$ cat config.mk
export PLATFORM = sky130hd
export DESIGN_NAME = ctrl_sequencer
export DESIGN_NICKNAME = d
export VERILOG_FILES = /design/src/rtl/ctrl_sequencer.sv
export SDC_FILE = /design/constraint.sdc
export NUM_CORES = 1
export LEC_CHECK = 0
export ABC_AREA = 1
export CORE_UTILIZATION = 55
export DETAILED_ROUTE_END_ITERATION = 7
export DONT_BUFFER_PORTS = 1
export GPL_TIMING_DRIVEN = 0
export PLACE_DENSITY = 0.72
export SLEW_MARGIN = 25
export SYNTH_ARGS = -nofsm -noshare
export SYNTH_HDL_FRONTEND = slang
export SYNTH_SLANG_ARGS = --single-unit
$ cat constraint.sdc
create_clock -name clock -period 4.9 [get_ports clock]
set_clock_uncertainty 0.2 [all_clocks]
set_input_delay 0.98 -clock clock [delete_from_list [all_inputs] [get_ports clock]]
set_output_delay 0.98 -clock clock [all_outputs]
set_load 0.05 [all_outputs]
$ cat src/rtl/ctrl_sequencer.sv
// Moore control sequencer for the DataPath: fetch with a memory-ready wait state,
// then 3-register ALU ops or two-result MUL/DIV with HI/LO write-back, plus halt.
`timescale 1ns/1ps
module ctrl_sequencer #(
  parameter int unsigned DATA_WIDTH   = 32,
  parameter int unsigned REG_COUNT    = 16,
  parameter int unsigned OPCODE_WIDTH = 5,
  parameter logic [OPCODE_WIDTH-1:0] MUL_OPCODE  = 5'b01111,
  parameter logic [OPCODE_WIDTH-1:0] DIV_OPCODE  = 5'b10000,
  parameter logic [OPCODE_WIDTH-1:0] HALT_OPCODE = 5'b11011
) (
  input  logic                    clock,
  input  logic                    clear,
  input  logic                    run,
  input  logic                    mem_ready,
  input  logic [DATA_WIDTH-1:0]   ir,
  output logic                    PCout,
  output logic                    MARin,
  output logic                    IncPC,
  output logic                    Zin,
  output logic                    Zlowout,
  output logic                    Zhighout,
  output logic                    PCin,
  output logic                    Read,
  output logic                    MDRin,
  output logic                    MDRout,
  output logic                    IRin,
  output logic                    Yin,
  output logic                    HIin,
  output logic                    LOin,
  output logic [REG_COUNT-1:0]    Rout,
  output logic [REG_COUNT-1:0]    Rin,
  output logic [OPCODE_WIDTH-1:0] opcode,
  output logic                    halted,
  output logic [3:0]              state_dbg
);

  localparam int unsigned REG_SEL_WIDTH = (REG_COUNT > 1) ? $clog2(REG_COUNT) : 1;
  localparam int unsigned FIELD_MSB     = DATA_WIDTH - OPCODE_WIDTH - 1;
  localparam int unsigned LOW_BITS      = DATA_WIDTH - OPCODE_WIDTH - 3 * REG_SEL_WIDTH;

  typedef enum logic [3:0] {
    S_IDLE = 4'd0,
    S_T0   = 4'd1,
    S_T1   = 4'd2,
    S_T1W  = 4'd3,
    S_T2   = 4'd4,
    S_T3   = 4'd5,
    S_T4   = 4'd6,
    S_T5   = 4'd7,
    S_T6   = 4'd8,
    S_HALT = 4'd9
  } state_e;

  state_e state_q, state_d;

  logic [OPCODE_WIDTH-1:0]  opc_c;
  logic [REG_SEL_WIDTH-1:0] ra_c, rb_c, rc_c;
  logic                     is_md_c, is_halt_c;
  logic                     unused_ir_c;

  assign opc_c       = ir[DATA_WIDTH-1 -: OPCODE_WIDTH];
  assign ra_c        = ir[FIELD_MSB -: REG_SEL_WIDTH];
  assign rb_c        = ir[FIELD_MSB - REG_SEL_WIDTH -: REG_SEL_WIDTH];
  assign rc_c        = ir[FIELD_MSB - 2 * REG_SEL_WIDTH -: REG_SEL_WIDTH];
  assign is_md_c     = (opc_c == MUL_OPCODE) || (opc_c == DIV_OPCODE);
  assign is_halt_c   = (opc_c == HALT_OPCODE);
  assign unused_ir_c = ^ir[LOW_BITS-1:0];
  assign state_dbg   = state_q;

  // Selects beyond REG_COUNT-1 decode to all-zero so no register is touched
  function automatic logic [REG_COUNT-1:0] onehot(input logic [REG_SEL_WIDTH-1:0] sel);
    logic [REG_COUNT-1:0] v;
    v = '0;
    for (int unsigned i = 0; i < REG_COUNT; i++) begin
      if (32'(sel) == i) v[i] = 1'b1;
    end
    return v;
  endfunction

  always_ff @(posedge clock or negedge clear) begin
    if (!clear) state_q <= S_IDLE;
    else        state_q <= state_d;
  end

  always_comb begin
    state_d  = state_q;
    PCout    = 1'b0;
    MARin    = 1'b0;
    IncPC    = 1'b0;
    Zin      = 1'b0;
    Zlowout  = 1'b0;
    Zhighout = 1'b0;
    PCin     = 1'b0;
    Read     = 1'b0;
    MDRin    = 1'b0;
    MDRout   = 1'b0;
    IRin     = 1'b0;
    Yin      = 1'b0;
    HIin     = 1'b0;
    LOin     = 1'b0;
    Rout     = '0;
    Rin      = '0;
    opcode   = '0;
    halted   = 1'b0;
    case (state_q)
      S_IDLE: begin
        if (run) state_d = S_T0;
      end
      S_T0: begin
        PCout   = 1'b1;
        MARin   = 1'b1;
        IncPC   = 1'b1;
        Zin     = 1'b1;
        state_d = S_T1;
      end
      S_T1: begin
        Zlowout = 1'b1;
        PCin    = 1'b1;
        Read    = 1'b1;
        MDRin   = 1'b1;
        state_d = mem_ready ? S_T2 : S_T1W;
      end
      S_T1W: begin
        Read  = 1'b1;
        MDRin = 1'b1;
        if (mem_ready) state_d = S_T2;
      end
      S_T2: begin
        MDRout  = 1'b1;
        IRin    = 1'b1;
        state_d = S_T3;
      end
      // ir holds the freshly fetched instruction from here on
      S_T3: begin
        if (is_halt_c) begin
          state_d = S_HALT;
        end else begin
          Yin     = 1'b1;
          Rout    = is_md_c ? onehot(ra_c) : onehot(rb_c);
          state_d = S_T4;
        end
      end
      S_T4: begin
        opcode  = opc_c;
        Zin     = 1'b1;
        Rout    = is_md_c ? onehot(rb_c) : onehot(rc_c);
        state_d = S_T5;
      end
      S_T5: begin
        Zlowout = 1'b1;
        if (is_md_c) begin
          LOin    = 1'b1;
          state_d = S_T6;
        end else begin
          Rin     = onehot(ra_c);
          state_d = run ? S_T0 : S_IDLE;
        end
      end
      S_T6: begin
        Zhighout = 1'b1;
        HIin     = 1'b1;
        state_d  = run ? S_T0 : S_IDLE;
      end
      S_HALT: begin
        halted = 1'b1;
      end
      default: state_d = S_IDLE;
    endcase
  end

endmodule

==> flow_metrics.py, run 1 <==
metrics = {
    "yosys": {
        "synth_top_flop_cell": "dfrtp_1",
        "muxShareOfSynthArea_pct": 0,
        "synth.largest_area_cell": "nand2_1",
        "synth_xor_area_share_pct": 0,
        "postSynthAreaPerCell_sq_um": 4.72,
        "yosys.area.top_type_share_pct": 31.5,
        "ys_async_sr_fraction_pct": 100,
        "synthMostInstantiatedCell": "nand2_1",
        "synth_top_family_by_area": "simple AND/OR/NAND/NOR gates",
        "synth_fa_ha_area_share_pct": 0,
        "synth_commonest_cells": "116 x nand2_1, 50 x nor2_1, 29 x inv_1, 25 x nand3_1, 21 x o21ai_0",
        "seq_area_frac_synth_pct": 7.23,
        "ys_seq_elements": 4,
        "synthTopCellsByArea": "nand2_1 31%, nor2_1 14%, nand3_1 9.0%",
        "yosys.area_share.simple_pct": 61.8,
        "synthesis.nets": 329,
        "synth_area_sq_um": 1380,
        "synth_compound_area_share_pct": 14.3,
        "netlist-cell-type-count": 25,
        "synthCells": 293,
        "synth_edf_count": 0,
        "yosys_warnings": 0,
    },
    "clock_tree": {
        "cts_resized": 0,
        "tritoncts": "done",
        "clk_pin_slew_ps": 40,
        "cts.sinks": 4,
        "numCtsBuffers": 3,
        "cts_root_buf": "clkbuf_4",
        "clockBufferDepth": 2,
        "htreeDepth": 1,
        "insertion_delay_ps": 220,
        "post_cts_buffers": 0,
        "postCtsHoldBufs": 0,
    },
    "finish": {
        "diodes": 0,
        "fill_cells": 253,
        "drive_above_1_share_pct": 13.7,
        "finalNetCount": 337,
        "area_growth_pct": 5.97,
        "largest_register_ffs": 4,
    },
    "timing": {
        "fin_ws_ps": 1050,
        "worst_pin_slew_ps": 954,
        "setup_violations": 0,
        "slew_viol_final": 0,
        "final_hold_viol_count": 0,
        "rsz0062_at_grt": "false",
        "finalSetupTns_ps": 0,
        "max_slew_margin_pct": 36.0,
        "period_needed_ps": 3850,
        "fin_crit_sh_pct": 78.5,
        "fmaxAchievable_mhz": 260,
    },
    "critical_path": {
        "r2r_slack_ps": 2360,
        "critPathKind": "reg2out",
        "path_max_fanout": 8,
        "crit_top_cell": "inv_1",
        "crit_buf_inv": 5,
        "worstPathArrival_ps": 2670,
        "required_ps": 3720,
        "crit_path_start_kind": "flop",
        "cpPeakStageDelay_ps": 670,
        "cp-end-kind": "output pin",
        "crit_chain": "buf_2, inv_2, nor2_4, inv_1, nor3_2, buf_1, nor2_1, inv_1",
        "critPathTopFamily": "buffers and inverters",
        "slowest_stage": "nor3_2",
    },
    "detailed_routing": {
        "dr_wl_met2_um": 1660,
        "vias_per_cell": 5.49,
        "drc": 0,
        "m1WireLength_um": 1910,
        "avgRoutedWirePerCell_um": 12.2,
        "final_antenna_net_count": 0,
        "dr_wl_met3_um": 410,
        "routed_wl_um": 3990,
        "drt_first_pass_iters": 4,
        "dr.max_layer_used": "met3",
        "first_iter_violations": 111,
        "vias": 1795,
    },
    "status": {
        "status": "finished, final reports clean",
    },
    "placement": {
        "portBuffers": 0,
        "hpwlAfterDp_um": 3260,
        "pre_cts_ws_ps": 1280,
        "place_congestion": 0.963,
    },
    "global_routing": {
        "grt_util_all_layers_pct": 30.4,
        "grt_overflow": 0,
        "grt_max_degree": 11,
        "grt_pass1_wl_um": 6330,
        "antenna_found_initial": 0,
        "grt_pass1_vias": 1404,
    },
    "power_and_ir_drop": {
        "peakVddDrop_mv": 0.768,
        "p_per_area_nw_per_um2": 446,
        "p_leak_nw": 0.846,
    },
    "floorplanning": {
        "initial_utilization_pct": 60.2,
        "ios": 92,
        "die_area_sq_um": 2720,
        "die_h_um": 52.2,
        "die_x_um": 52.2,
        "core_area_sq_um": 2300,
        "floorplan.rows": 17,
    },
    "flow_run": {
        "drv_cap": 0,
    },
    "min_path": {
        "hold_path.class": "in2async",
    },
}
==> area by class of cell <==
class	count	area (sq um)	area share [%]
Buffer	15	96.3	6.57
Sequential cell	4	100	6.83
Tap cell	28	35.0	2.39
Inverter	35	135	9.22
Clock buffer	3	22.5	1.54
Multi-Input combinational cell	239	1060	72.4
Timing Repair Buffer	3	15.0	1.02
==> cell usage in the layout, fill, tap and decap left out, types with 2 or more instances in the layout <==
cell	synthesis	final
a21oi_1	6	6
dfrtp_1	4	4
buf_1	0	2
o21ai_1	1	2
inv_2	4	4
or2_2	2	2
inv_1	29	29
buf_2	8	8
nand2_2	3	3
buf_4	6	7
nand2_1	116	116
nand3_1	25	25
o21ai_0	21	20
a21oi_2	5	5
nor3_2	0	2
nor2_1	50	50
nand4_1	2	2
clkbuf_4	0	3
==> power breakdown <==
| part | leakage [nW] | internal, W | switching (W) | total (W) |
|---|---|---|---|---|
| sequential | 0.0509 | 0.0000456 | 0.0000647 | 0.000110 |
| combinational | 0.781 | 0.000103 | 0.000403 | 0.000506 |
| clock | 0.0138 | 0.0000272 | 0.0000105 | 0.0000377 |
==> worst paths after layout <==
check	startpoint	end	cells after the start
worst max register to register	state_dbg[0]$_DFFE_PN0P_	state_dbg[3]$_DFFE_PN0P_	7
worst min register to register	state_dbg[0]$_DFFE_PN0P_	state_dbg[0]$_DFFE_PN0P_	3
max in group asynchronous	clear	state_dbg[3]$_DFFE_PN0P_	0
min in group clock	state_dbg[0]$_DFFE_PN0P_	state_dbg[0]$_DFFE_PN0P_	3
worst max-delay path	state_dbg[0]$_DFFE_PN0P_	Zin	8
worst min-delay path	clear	state_dbg[1]$_DFFE_PN0P_	0
==> stage by stage <==
| stage | area, sq um | total power, W | utilization [%] | hold slack (ps) | cells |
|---|---|---|---|---|---|
| 6_report | 1470 | 0.000654 | 63.8 | 251 | 327 |
| 5_1_grt | 1470 | 0.000696 | 63.8 | 233 | 327 |
| 4_1_cts | 1470 | 0.000653 | 63.8 | 245 | 327 |
| 3_5_place_dp | 1440 | 0.000614 | 62.9 | 484 | 324 |
| 3_3_place_gp | 1420 | 0.000607 | 61.8 | 484 | 321 |
| 2_1_floorplan | 1380 | 0.000554 | - | 484 | 293 |
==> kinds of logic (layout without fill, tap and decap cells) <==
group | Yosys count | in the layout
compound gates | 35 | 35
buf+inv | 50 | 56
flops | 4 | 4
simple gates | 204 | 204
==> routing by layer <==
metal,global-route usage [%],up-vias
met5,0,-
met4,3.95,0
met3,5.26,0
met2,47.0,110
met1,44.8,759
li1,-,926
(Power assumes the default switching activity.)
==> run 2: changes to the inputs <==
--- a/config.mk
+++ b/config.mk
@@ -10,7 +10,7 @@
 export DETAILED_ROUTE_END_ITERATION = 7
 export DONT_BUFFER_PORTS = 1
 export GPL_TIMING_DRIVEN = 0
-export PLACE_DENSITY = 0.72
+export PLACE_DENSITY = 0.75
 export SLEW_MARGIN = 25
 export SYNTH_ARGS = -nofsm -noshare
 export SYNTH_HDL_FRONTEND = slang
==> constraint.sdc (replaced) <==
create_clock -name clock -period 3.26 [get_ports clock]
set_clock_uncertainty 0.2 [all_clocks]
set_input_delay 0.652 -clock clock [delete_from_list [all_inputs] [get_ports clock]]
set_output_delay 0.652 -clock clock [all_outputs]
set_load 0.05 [all_outputs]
==> run 2 against run 1 <==
Net effect:
- the run now ends with negative setup slack left
- sequential share of layout area barely moved
- via count decreased by 1.5%
- clock power rose by 66%
- critical path type unchanged
- critical endpoint is now Rin[10]
==> flow_metrics.py, run 2 (synthesis results as in run 1) <==
metrics = {
    "floorplanning": {
        "floorplan.rows": 17,
        "die_h_um": 52.2,
        "ios": 92,
        "initial_utilization_pct": 60.2,
        "core_area_sq_um": 2300,
        "die_x_um": 52.2,
        "die_area_sq_um": 2720,
    },
    "timing": {
        "slew_viol_final": 0,
        "rsz0062_at_grt": "true",
        "fmaxAchievable_mhz": 300,
        "final_hold_viol_count": 0,
        "worst_pin_slew_ps": 971,
        "holdWs_ps": 463,
        "period_needed_ps": 3330,
        "setup_violations": 9,
        "fin_crit_sh_pct": 102,
        "fin_ws_ps": -74.5,
        "max_slew_margin_pct": 34.9,
    },
    "critical_path": {
        "crit_chain": "nand2_1, nor2_1, nand2_2, buf_2, nor2_1",
        "cp-end-kind": "output pin",
        "crit_path_start_kind": "flop",
        "worstPathArrival_ps": 2480,
        "path_max_fanout": 10,
        "slowest_stage": "dfrtp_1",
        "crit_top_cell": "nor2_1",
        "cpPeakStageDelay_ps": 780,
        "critPathKind": "reg2out",
        "required_ps": 2410,
    },
    "placement": {
        "hpwlAfterDp_um": 3260,
        "place_congestion": 0.950,
        "pre_cts_ws_ps": -11.2,
        "portBuffers": 0,
        "place_area_sq_um": 1430,
    },
    "power_and_ir_drop": {
        "peakVddDrop_mv": 0.906,
        "p_per_area_nw_per_um2": 667,
        "p_leak_nw": 0.831,
    },
    "clock_tree": {
        "post_cts_buffers": 0,
        "cts.sinks": 4,
        "clockBufferDepth": 2,
        "numCtsBuffers": 3,
        "insertion_delay_ps": 240,
        "clk_pin_slew_ps": 40,
        "tritoncts": "done",
        "htreeDepth": 1,
        "cts_root_buf": "clkbuf_4",
    },
    "detailed_routing": {
        "drc": 0,
        "avgRoutedWirePerCell_um": 12.3,
        "drt_first_pass_iters": 4,
        "routed_wl_um": 3990,
        "vias_per_cell": 5.44,
        "final_antenna_net_count": 0,
        "vias": 1768,
        "first_iter_violations": 77,
    },
    "status": {
        "violations": "negative setup slack",
        "status": "finished with violations",
    },
    "finish": {
        "finalNetCount": 335,
        "area_growth_pct": 8.77,
        "layout_common_cells": "108 x nand2_1, 44 x nor2_1, 28 x inv_1, 25 x nand3_1, 20 x o21ai_0",
        "diodes": 0,
        "fill_cells": 258,
        "drive_above_1_share_pct": 19.2,
        "finalInstanceArea_sq_um": 1510,
        "final_common_cell": "nand2_1",
        "largest_register_ffs": 4,
    },
    "global_routing": {
        "grt_pass1_wl_um": 6400,
        "grt_max_degree": 11,
        "grt_overflow": 0,
        "antenna_found_initial": 0,
        "grt_pass1_vias": 1494,
        "grt_util_all_layers_pct": 30.4,
    },
    "min_path": {
        "hold_path.class": "in2reg",
    },
    "flow_run": {
        "drv_cap": 0,
    },
}
-- run 2: report_power, final --
part	internal [W]	switching [W]	leakage, nW
Sequential	0.0000711	0.000100	0.0485
Clock	0.0000413	0.0000213	0.0138
Combinational	0.000160	0.000609	0.769
Total	0.000273	0.000731	0.831
-- run 2: path summary, 6_finish.rpt --
path | start | to | slack, ps | depth (start not counted)
setup / recovery | state_dbg[1]$_DFFE_PN0P_ | Rin[10] | -70 | 5
hold / removal | run | state_dbg[0]$_DFFE_PN0P_ | 460 | 4
setup reg to reg | state_dbg[1]$_DFFE_PN0P_ | state_dbg[3]$_DFFE_PN0P_ | 800 | 6
hold reg to reg | state_dbg[0]$_DFFE_PN0P_ | state_dbg[0]$_DFFE_PN0P_ | 680 | 3
max in group asynchronous | clear | state_dbg[0]$_DFFE_PN0P_ | 2190 | 1
min in group asynchronous | clear | state_dbg[1]$_DFFE_PN0P_ | 480 | 1
-- run 2: metal layers --
metal | part of all wire (%) | global-route usage (%) | up-vias
met4 | 0.28 | 3.51 | 0
li1 | - | - | 920
met3 | 11 | 4.39 | 3
met5 | 0 | 0 | -
met2 | 42 | 49.1 | 103
met1 | 47 | 43.6 | 742
-- run 2: area by class of cell --
| type | instances | area, sq um | share of cell area, % |
|---|---|---|---|
| well taps | 28 | 35.0 | 2.33 |
| flip-flops and latches | 4 | 103 | 6.82 |
| plain buffers | 15 | 96.3 | 6.40 |
| inverters | 35 | 135 | 8.98 |
| clock buffers | 3 | 22.5 | 1.50 |
| repair buffers | 1 | 10.0 | 0.665 |
| multi-input cells | 239 | 1100 | 73.3 |
-- run 2: timing repair --
item,4_1_cts,5_1_grt
setup endpoints to repair,13,26
hold buffers,1,0
resized for setup,7,11
endpoints found under the hold margin,4,0
pin swaps,0,1
-- run 2: per-stage QoR --
step                      utilization, %  instances  setup TNS, ps  power (W)
after detailed placement            62.2        321          -11.2   0.000919
after CTS                           64.5        325           -983   0.000995
after global placement              62.2        321          -1.86   0.000914
after floorplan                        -        293              0   0.000838
after global routing                65.5        325          -1580    0.00106
final                               65.5        325           -652    0.00100
-- run 2: worst max-delay path: cells and delay by family (launching register included) --
family | cells | cell delay (ps)
buffers and inverters | 1 | 200
flip-flops | 1 | 780
AND/OR/NAND/NOR | 4 | 1260
==> run 3: changes to the inputs <==
--- a/config.mk
+++ b/config.mk
@@ -6,11 +6,11 @@
 export NUM_CORES = 1
 export LEC_CHECK = 0
 export ABC_AREA = 1
-export CORE_UTILIZATION = 55
+export CORE_UTILIZATION = 58
 export DETAILED_ROUTE_END_ITERATION = 7
 export DONT_BUFFER_PORTS = 1
 export GPL_TIMING_DRIVEN = 0
-export PLACE_DENSITY = 0.75
+export PLACE_DENSITY = 0.78
 export SLEW_MARGIN = 25
 export SYNTH_ARGS = -nofsm -noshare
 export SYNTH_HDL_FRONTEND = slang
==> run 3 against run 2 <==
Net effect:
- highest routed layer unchanged
- worst setup slack better by 190 ps
- largest cell class unchanged
- clock power is 6.2% lower
- utilization is 4.4 points higher
- via count is 0.90% lower
- largest power group unchanged
- the run now ends clean
- critical path type unchanged
==> flow_metrics.py, run 3 (synthesis results as in run 1) <==
metrics = {
    "timing": {
        "setup_violations": 0,
        "worst_pin_slew_ps": 940,
        "slew_viol_final": 0,
        "max_slew_margin_pct": 36.9,
        "fin_crit_sh_pct": 96.4,
        "fmaxAchievable_mhz": 318,
        "finalSetupTns_ps": 0,
        "rsz0062_at_grt": "true",
        "period_needed_ps": 3140,
        "final_hold_viol_count": 0,
    },
    "detailed_routing": {
        "routed_wl_um": 3960,
        "vias_per_cell": 5.39,
        "first_iter_violations": 57,
        "avgRoutedWirePerCell_um": 12.2,
        "drc": 0,
        "vias": 1752,
        "final_antenna_net_count": 0,
        "drt_first_pass_iters": 4,
    },
    "global_routing": {
        "grt_util_all_layers_pct": 31.9,
        "grt_pass1_wl_um": 6410,
        "grt_overflow": 0,
        "grt_pass1_vias": 1435,
        "antenna_found_initial": 0,
        "grt_max_degree": 11,
    },
    "power_and_ir_drop": {
        "p_per_area_nw_per_um2": 652,
        "p_total_w": 0.00102,
        "peakVddDrop_mv": 0.952,
        "p_leak_nw": 0.837,
    },
    "placement": {
        "hpwlAfterDp_um": 3110,
        "place_congestion": 0.890,
        "portBuffers": 0,
    },
    "finish": {
        "regArea_sq_um": 104,
        "layout_common_cells": "113 x nand2_1, 33 x nor2_1, 28 x inv_1, 25 x nand3_1, 20 x o21ai_0",
        "largest_register_ffs": 4,
        "finalNetCount": 335,
        "drive_above_1_share_pct": 21.5,
        "multiInputGateArea_sq_um": 1160,
        "diodes": 0,
        "final_common_cell": "nand2_1",
        "area_growth_pct": 12.9,
        "fill_cells": 226,
    },
    "floorplanning": {
        "ios": 92,
        "die_area_sq_um": 2590,
        "die_h_um": 50.8,
        "floorplan.rows": 17,
        "initial_utilization_pct": 62.0,
        "core_area_sq_um": 2230,
        "die_x_um": 50.8,
    },
    "critical_path": {
        "path_max_fanout": 10,
        "cpPeakStageDelay_ps": 610,
        "crit_top_cell": "nand2_2",
        "slowest_stage": "dfrtp_1",
        "worstPathArrival_ps": 2290,
        "cp-end-kind": "output pin",
        "crit_chain": "inv_2, nand2_2, nor2_1, nand2_2, buf_2, nor2_2",
        "crit_path_start_kind": "flop",
        "required_ps": 2410,
        "critPathKind": "reg2out",
        "reg2reg_depth": 7,
    },
    "clock_tree": {
        "clockBufferDepth": 2,
        "htreeDepth": 1,
        "clk_pin_slew_ps": 40,
        "numCtsBuffers": 3,
        "cts.sinks": 4,
        "insertion_delay_ps": 230,
        "cts_root_buf": "clkbuf_4",
        "tritoncts": "done",
    },
    "min_path": {
        "holdPathStages": 3,
        "hold_path.class": "in2reg",
    },
    "flow_run": {
        "drv_cap": 0,
    },
    "status": {
        "status": "finished, final reports clean",
    },
}
run 3: changes by cell type in the layout (fill, tap and decap cells not counted), moves of 4 or more:
| cell | change |
|---|---|
| nor2_4 | +7 |
| nand2_1 | +5 |
| nor2_2 | +4 |
| nor2_1 | -11 |
| nand2_2 | -5 |
run 3: stage by stage:
step           util (%)  instances  hold slack [ps]  area [sq um]  setup WS [ps]
6_report           70.0        325              464          1560            119
5_1_grt            70.0        325              463          1560          -2.51
4_1_cts            66.5        325              455          1490          -89.0
3_5_place_dp       64.0        321              156          1430          -41.7
3_3_place_gp       64.0        321              156          1430          -18.9
2_1_floorplan         -        293              156          1390            149
run 3: worst max-delay path: cells and delay by family, from the launching register on:
family        cells  cell delay [ps]
buf+inv           2              500
flops             1              610
simple gates      4              950
run 3: area by class of cell:
cell class / count / share of cell area [%]
multi-input cells: 239 / 74.2
inverters: 35 / 8.65
flip-flops and latches: 4 / 6.65
plain buffers: 15 / 6.16
well taps: 28 / 2.24
clock buffers: 3 / 1.44
repair buffers: 1 / 0.641
run 3: layer usage:
layer / share of wire (%) / up-vias / GRT usage, %
li1: - / 917 / -
met1: 47 / 737 / 46.8
met2: 42 / 96 / 48.0
met3: 9.8 / 2 / 5.95
met4: 0.53 / 0 / 6.94
met5: 0 / - / 0
run 3: what timing repair did:
| item | 4_1_cts | 5_1_grt |
|---|---|---|
| endpoints found under the hold margin | 4 | 0 |
| pin swaps | 0 | 1 |
| buffers inserted | 0 | 0 |
| endpoints found under the setup margin | 14 | 29 |
| gates cloned | 0 | 0 |
| hold buffers | 1 | 0 |
| gates resized for setup | 8 | 25 |
run 3: worst paths after layout:
check,start,to,slack (ps)
setup / recovery,state_dbg[3]$_DFFE_PN0P_,Rin[11],120
hold / removal,mem_ready,state_dbg[1]$_DFFE_PN0P_,460
max in group asynchronous,clear,state_dbg[0]$_DFFE_PN0P_,2170
setup reg to reg,state_dbg[3]$_DFFE_PN0P_,state_dbg[3]$_DFFE_PN0P_,1070
hold reg to reg,state_dbg[1]$_DFFE_PN0P_,state_dbg[1]$_DFFE_PN0P_,660
min in group asynchronous,clear,state_dbg[1]$_DFFE_PN0P_,500
run 3: power by group:
| part | internal (W) | leakage [nW] | switching, W |
|---|---|---|---|
| Combinational | 0.000161 | 0.776 | 0.000624 |
| Clock | 0.0000410 | 0.0138 | 0.0000177 |
| Sequential | 0.0000725 | 0.0474 | 0.000103 |
| Total | 0.000275 | 0.837 | 0.000745 |
